[config.mk]
export PLATFORM = sky130hd
export DESIGN_NAME = instr_fetch_unit
export DESIGN_NICKNAME = d
export VERILOG_FILES = /design/src/rtl/instr_fetch_unit.sv
export SDC_FILE = /design/constraint.sdc
export NUM_CORES = 1
export LEC_CHECK = 0
export ABC_AREA = 0
export BUFFER_PORTS_ARGS = -buffer_cell sky130_fd_sc_hd__buf_2
export CELL_PAD_IN_SITES_DETAIL_PLACEMENT = 1
export CELL_PAD_IN_SITES_GLOBAL_PLACEMENT = 2
export CORE_ASPECT_RATIO = 0.8
export CORE_MARGIN = 4
export CORE_UTILIZATION = 35
export DETAILED_ROUTE_END_ITERATION = 16
export PLACE_DENSITY = 0.68
export SLEW_MARGIN = 20
export SYNTH_ARGS = -nofsm -noshare
export SYNTH_HDL_FRONTEND = slang
export SYNTH_SLANG_ARGS = --single-unit
export TNS_END_PERCENT = 10
[constraint.sdc]
create_clock -name clk_i -period 4.1 [get_ports clk_i]
set_input_delay 0.615 -clock clk_i [delete_from_list [all_inputs] [get_ports clk_i]]
set_output_delay 0.615 -clock clk_i [all_outputs]
set_load 0.05 [all_outputs]
[src/rtl/instr_fetch_unit.sv]
`default_nettype none
// =============================================================================
// Module   : instr_fetch_unit
// Brief    : Fetch front-end: owns the fetch PC, issues credit-limited word
//            requests, buffers in-order responses with their PCs and flushes
//            on redirect. Optional macro FETCH_PERF_EN adds perf counters.
// Revision : 1.0
// =============================================================================
module instr_fetch_unit #(
    parameter int          DEPTH    = 4,
    parameter logic [31:0] RESET_PC = 32'h0000_0000
) (
    input  logic        clk_i,
    input  logic        rst_i,
    output logic        imem_req_valid_o,
    input  logic        imem_req_ready_i,
    output logic [31:0] imem_req_addr_o,
    input  logic        imem_rsp_valid_i,
    input  logic [31:0] imem_rsp_data_i,
    input  logic        redirect_valid_i,
    input  logic [31:0] redirect_pc_i,
    output logic        instr_valid_o,
    input  logic        instr_ready_i,
    output logic [31:0] instr_o,
    output logic [31:0] pc_o,
    output logic [31:0] pc_plus4_o
`ifdef FETCH_PERF_EN
    ,
    output logic [31:0] perf_fetched_o,
    output logic [31:0] perf_discard_o
`endif
);

    localparam int c_AW = $clog2(DEPTH);
    localparam int c_CW = c_AW + 1;

    logic [31:0]     r_fetch_pc;
    logic [31:0]     r_rsp_pc;
    logic [c_CW-1:0] r_live;
    logic [c_CW-1:0] r_stale;
    logic [c_CW-1:0] r_occ;
    logic [c_AW-1:0] r_wr_ptr;
    logic [c_AW-1:0] r_rd_ptr;
    logic [31:0]     r_buf_data [DEPTH];
    logic [31:0]     r_buf_pc   [DEPTH];

    logic            w_req_fire;
    logic            w_pop;
    logic            w_discard;
    logic            w_keep;
    logic            w_push;
    logic            w_rsp_drop;
    logic [c_CW-1:0] w_redir_stale;
    logic [c_CW-1:0] w_occ_after_pop;

    // live + stale + occ never exceeds DEPTH, so the sum fits the counter width.
    assign imem_req_valid_o = !rst_i && !redirect_valid_i
                              && ((r_live + r_stale + r_occ) < c_CW'(DEPTH));
    assign imem_req_addr_o  = r_fetch_pc;

    assign w_req_fire = imem_req_valid_o && imem_req_ready_i;
    assign w_pop      = instr_valid_o && instr_ready_i;
    assign w_discard  = imem_rsp_valid_i && (r_stale != '0);
    assign w_keep     = imem_rsp_valid_i && (r_stale == '0) && (r_live != '0);
    assign w_push     = w_keep && !redirect_valid_i && !rst_i;

    // On redirect every owed response becomes stale, minus one arriving now.
    assign w_rsp_drop      = imem_rsp_valid_i && ((r_stale != '0) || (r_live != '0));
    assign w_redir_stale   = r_stale + r_live - c_CW'(w_rsp_drop);
    assign w_occ_after_pop = r_occ - c_CW'(w_pop);

    assign instr_valid_o = (r_occ != '0);
    assign instr_o       = instr_valid_o ? r_buf_data[r_rd_ptr] : 32'h0;
    assign pc_o          = instr_valid_o ? r_buf_pc[r_rd_ptr]   : 32'h0;
    assign pc_plus4_o    = pc_o + 32'd4;

    always_ff @(posedge clk_i) begin
        if (rst_i) begin
            r_fetch_pc <= RESET_PC;
            r_rsp_pc   <= RESET_PC;
            r_live     <= '0;
            r_stale    <= '0;
            r_occ      <= '0;
            r_wr_ptr   <= '0;
            r_rd_ptr   <= '0;
        end else if (redirect_valid_i) begin
            r_fetch_pc <= redirect_pc_i;
            r_rsp_pc   <= redirect_pc_i;
            r_live     <= '0;
            r_stale    <= w_redir_stale;
            r_occ      <= '0;
            r_wr_ptr   <= '0;
            r_rd_ptr   <= '0;
        end else begin
            if (w_req_fire) begin
                r_fetch_pc <= r_fetch_pc + 32'd4;
            end
            if (w_push) begin
                r_rsp_pc <= r_rsp_pc + 32'd4;
                r_wr_ptr <= r_wr_ptr + 1'b1;
            end
            if (w_pop) begin
                r_rd_ptr <= r_rd_ptr + 1'b1;
            end
            r_live  <= r_live + c_CW'(w_req_fire) - c_CW'(w_keep);
            r_stale <= r_stale - c_CW'(w_discard);
            r_occ   <= r_occ + c_CW'(w_push) - c_CW'(w_pop);
        end
    end

    always_ff @(posedge clk_i) begin
        if (w_push) begin
            r_buf_data[r_wr_ptr] <= imem_rsp_data_i;
            r_buf_pc[r_wr_ptr]   <= r_rsp_pc;
        end
    end

`ifdef FETCH_PERF_EN
    logic [31:0] r_perf_fetched;
    logic [31:0] r_perf_discard;

    always_ff @(posedge clk_i) begin
        if (rst_i) begin
            r_perf_fetched <= '0;
            r_perf_discard <= '0;
        end else begin
            if (w_pop) begin
                r_perf_fetched <= r_perf_fetched + 32'd1;
            end
            // A redirect throws away the buffered words left after any pop.
            if (redirect_valid_i) begin
                r_perf_discard <= r_perf_discard + 32'(w_occ_after_pop) + 32'(w_rsp_drop);
            end else if (w_discard) begin
                r_perf_discard <= r_perf_discard + 32'd1;
            end
        end
    end

    assign perf_fetched_o = r_perf_fetched;
    assign perf_discard_o = r_perf_discard;
`else
    logic w_unused;
    assign w_unused = &{1'b0, w_occ_after_pop};
`endif

endmodule
`default_nettype wire

==> impl_metrics.env <==
export IMPL_dpl_instance_area_sq_um=16600
export IMPL_post_dp_hpwl_mm=27.3
export IMPL_p_leak_uw=0.00654
export IMPL_grt_pass1_vias=9753
export IMPL_synth_edf_count=256
export IMPL_vias_per_cell=5.05
export IMPL_p_sw_uw=1700
export IMPL_clkPwrFrac_pct=43.2
export IMPL_die_area_sq_um=45600
export IMPL_crit_buf_inv=4
export IMPL_ant_nets=0
export IMPL_cts_buffers=36
export IMPL_cp_end_kind="output port"
export IMPL_grt_pass1_wl_mm=59.9
export IMPL_netlist_area_sq_um=14800
export IMPL_pwr_density_cell_nw_per_um2=414
export IMPL_yosysTopAreaCell="edfxtp_1"
export IMPL_portBuffers=199
export IMPL_use_met2_pct=26.0
export IMPL_syn2layout_area_growth_pct=21.1
export IMPL_cts_buffer_depth=3
export IMPL_cp_max_fo=19
export IMPL_p_seq_share_pct=51.0
export IMPL_syn_instance_count=1041
export IMPL_peakVddDrop_mv=0.236
export IMPL_vias=9282
export IMPL_critPathKind="reg -> out"
export IMPL_yosysMostFrequentCell="edfxtp_1"
export IMPL_die_width_um=238
export IMPL_cp_arrival_ps=3320
export IMPL_holdCritStartpoint="imem_rsp_data_i[10]"
export IMPL_synth_fp_nets=1131
export IMPL_die_h_um=192
export IMPL_dr_pass1_iters=5
export IMPL_avgSynthCellArea_sq_um=14.2
export IMPL_io_pins=200
export IMPL_gr_max_usage_layer="met2"
export IMPL_crit_family="simple AND/OR/NAND/NOR gates"
export IMPL_worstPathRequired_ps=3480
export IMPL_post_route_period_util_pct=95.9
export IMPL_synth_ff_type="edfxtp_1"
export IMPL_finalWorstPathRequiredPeriod_ps=3930
export IMPL_clkTransAtPathRegs_ps=60
export IMPL_synth_seq_cells=335
export IMPL_crit_chain="buf_12, buf_16, mux4_1, nand3_1, or4_4, a211oi_4, buf_4, nand2_1, xnor2_4, clkbuf_4"
export IMPL_fin_tns_setup_ps=0
export IMPL_grt_max_degree=65
export IMPL_clock_fmax_mhz=254
export IMPL_htreeDepth=2
export IMPL_drt_iter0_markers=511
export IMPL_fin_nets=1350
export IMPL_routed_wl_mm=39.2
export IMPL_cts_sinks=335
export IMPL_finalMaxSlewViolations=0
export IMPL_core_region_area_sq_um=41800
export IMPL_hold_viol=0
export IMPL_critPathSlowestCell="or4_4"
export IMPL_antenna_found_initial=0
export IMPL_max_slew_margin_rel_pct=45.6
export IMPL_p_int_uw=5720
export IMPL_met3_usage_pct=3.07
export IMPL_final_cell_area_sq_um=17900
export IMPL_synth_common_cells="edfxtp_1, nand2_1, dfxtp_1, and2_1, nor2_1"
export IMPL_rsz0062_at_grt="false"
export IMPL_ys_warn_count=0
export IMPL_grt_usage_pct=17.0
export IMPL_finClkSkew_ps=21.7
export IMPL_cts_hold_buffers=0
export IMPL_routabilityCongestion=0.749
export IMPL_cp_start_kind="register"
export IMPL_ys_top_cells_by_area="edfxtp_1, dfxtp_1, mux4_2, and2_1, xnor2_1"
export IMPL_clk_latency_ps=530
export IMPL_yosysTopAreaCellShare_pct=52.0
export IMPL_netlist_cell_type_count=62
export IMPL_cts_tree="done"
export IMPL_initial_core_util_pct=35.4
export IMPL_slowest_delay_ps=620
export IMPL_met1_usage_pct=25.6
export IMPL_maxCapViolations=0
export IMPL_rows=67
export IMPL_status="completed"
export IMPL_fillCellCount=4299
export IMPL_hold_class="in -> reg"
export IMPL_drcViolationCount=0
export IMPL_grt_overflow_total=0
export IMPL_seq_area_frac_synth_pct=62.7
export IMPL_diodes=0
export IMPL_max_slew_worst_pin_slew_ps=810
export IMPL_switching_share_pct=22.9
export IMPL_finalSetupViolations=0
export IMPL_ys_async_sr_fraction_pct=0
export IMPL_combinationalPowerShare_pct=5.8
export IMPL_worstReg2RegStart="r_live[0]"
export IMPL_routedWlPerCell_um=21.3
export IMPL_cts_root_buf="clkbuf_16"
export IMPL_layout_drive_gt1_share_pct=29.1
## path summary, 6_finish.rpt
path	slack, ps	cells after the start	endpoint
max	170	10	pc_plus4_o[24]
min	310	1	r_buf_data[1][10]
max reg2reg	370	14	r_live[2]
min reg2reg	460	2	imem_req_addr_o[0]
## registers in the layout, indices dropped and copies added (netlist names), named ones only
signal	cells
r_rd_ptr	2
r_occ	3
r_stale	3
imem_req_addr_o	32
r_buf_pc	128
r_wr_ptr	2
r_live	3
r_rsp_pc	32
r_buf_data	128
## per-stage QoR
stage                     worst slack, ps  std cells  hold WS (ps)  total power, uW  utilization [%]
after floorplan                      74.7       1041           460             4110                -
after global placement                399       1767           444             4280             39.7
after detailed placement              343       1767           449             4290             39.7
after CTS                            13.5       1838           280             7520             42.7
after global routing                 1.70       1838           286             7720             42.8
final                                 167       1838           312             7420             42.8
## worst reg2reg max path: stages (launching register included)
cell and delay (ps):
dfxtp_1 330, ha_1 220, fa_1 460, ha_1 280, a31oi_1 170, xnor3_1 560, nor3_4 200, inv_2 120
ha_1 290, inv_1 40, ha_1 180, fa_1 380, xnor2_1 180, xnor2_1 140, nor2_1 60
## cell type report
class / count / area (sq um) / area share [%]
Inverter: 41 / 158 / 0.880
Timing Repair Buffer: 230 / 1370 / 7.66
Clock buffer: 42 / 923 / 5.16
Tap cell: 552 / 691 / 3.86
Sequential cell: 335 / 9280 / 51.8
Multi-Input combinational cell: 616 / 5260 / 29.4
Clock inverter: 22 / 228 / 1.27
## per-layer routing
metal  wire length (um)  share of wire (%)  up-vias
li1                   -                  -     4343
met4                481                1.2        0
met1              19400                 50     4691
met2              17400                 44      212
met3               1880                4.8       36
met5                  0                  0        -
## layout by cell type (no fill, tap or decap), types with 14 or more instances in the layout
master	count
a21boi_0	16
xor2_1	29
mux4_2	55
nand2_1	83
a21oi_1	31
and3_1	14
ha_1	17
clkbuf_16	36
buf_2	194
nor2_1	55
dfxtp_1	76
edfxtp_1	256
and2_1	65
inv_1	36
nand3_1	47
nand4_1	23
buf_4	24
xnor2_1	41
## cells by family after synthesis
kind of cell / count (synthesis) / synth area share, %
AND/OR/NAND/NOR: 341 / 12.1
flip-flops: 335 / 62.7
buffers and inverters: 90 / 2.83
AO/OA/AOI/OAI: 97 / 4.31
multiplexers: 79 / 11.4
XOR/XNOR: 79 / 4.82
adder cells (fa/ha/maj): 20 / 1.84
## power by group through the flow
stage	Combinational (uW)	Clock (uW)	Sequential, uW
2_1_floorplan	212	0	3890
3_3_place_gp	430	0	3850
4_1_cts	440	3300	3780
3_5_place_dp	437	0	3850
6_report	433	3200	3780
5_1_grt	476	3450	3790
## repair_timing
| action | in CTS | in global routing |
|---|---|---|
| buffers inserted | 6 | 0 |
| cloned | 1 | 0 |
| endpoints found under the setup margin | 6 | 7 |
| resized for setup | 5 | 10 |
| pin swaps | 1 | 0 |
Note: power is estimated with default switching activity, not from simulation.
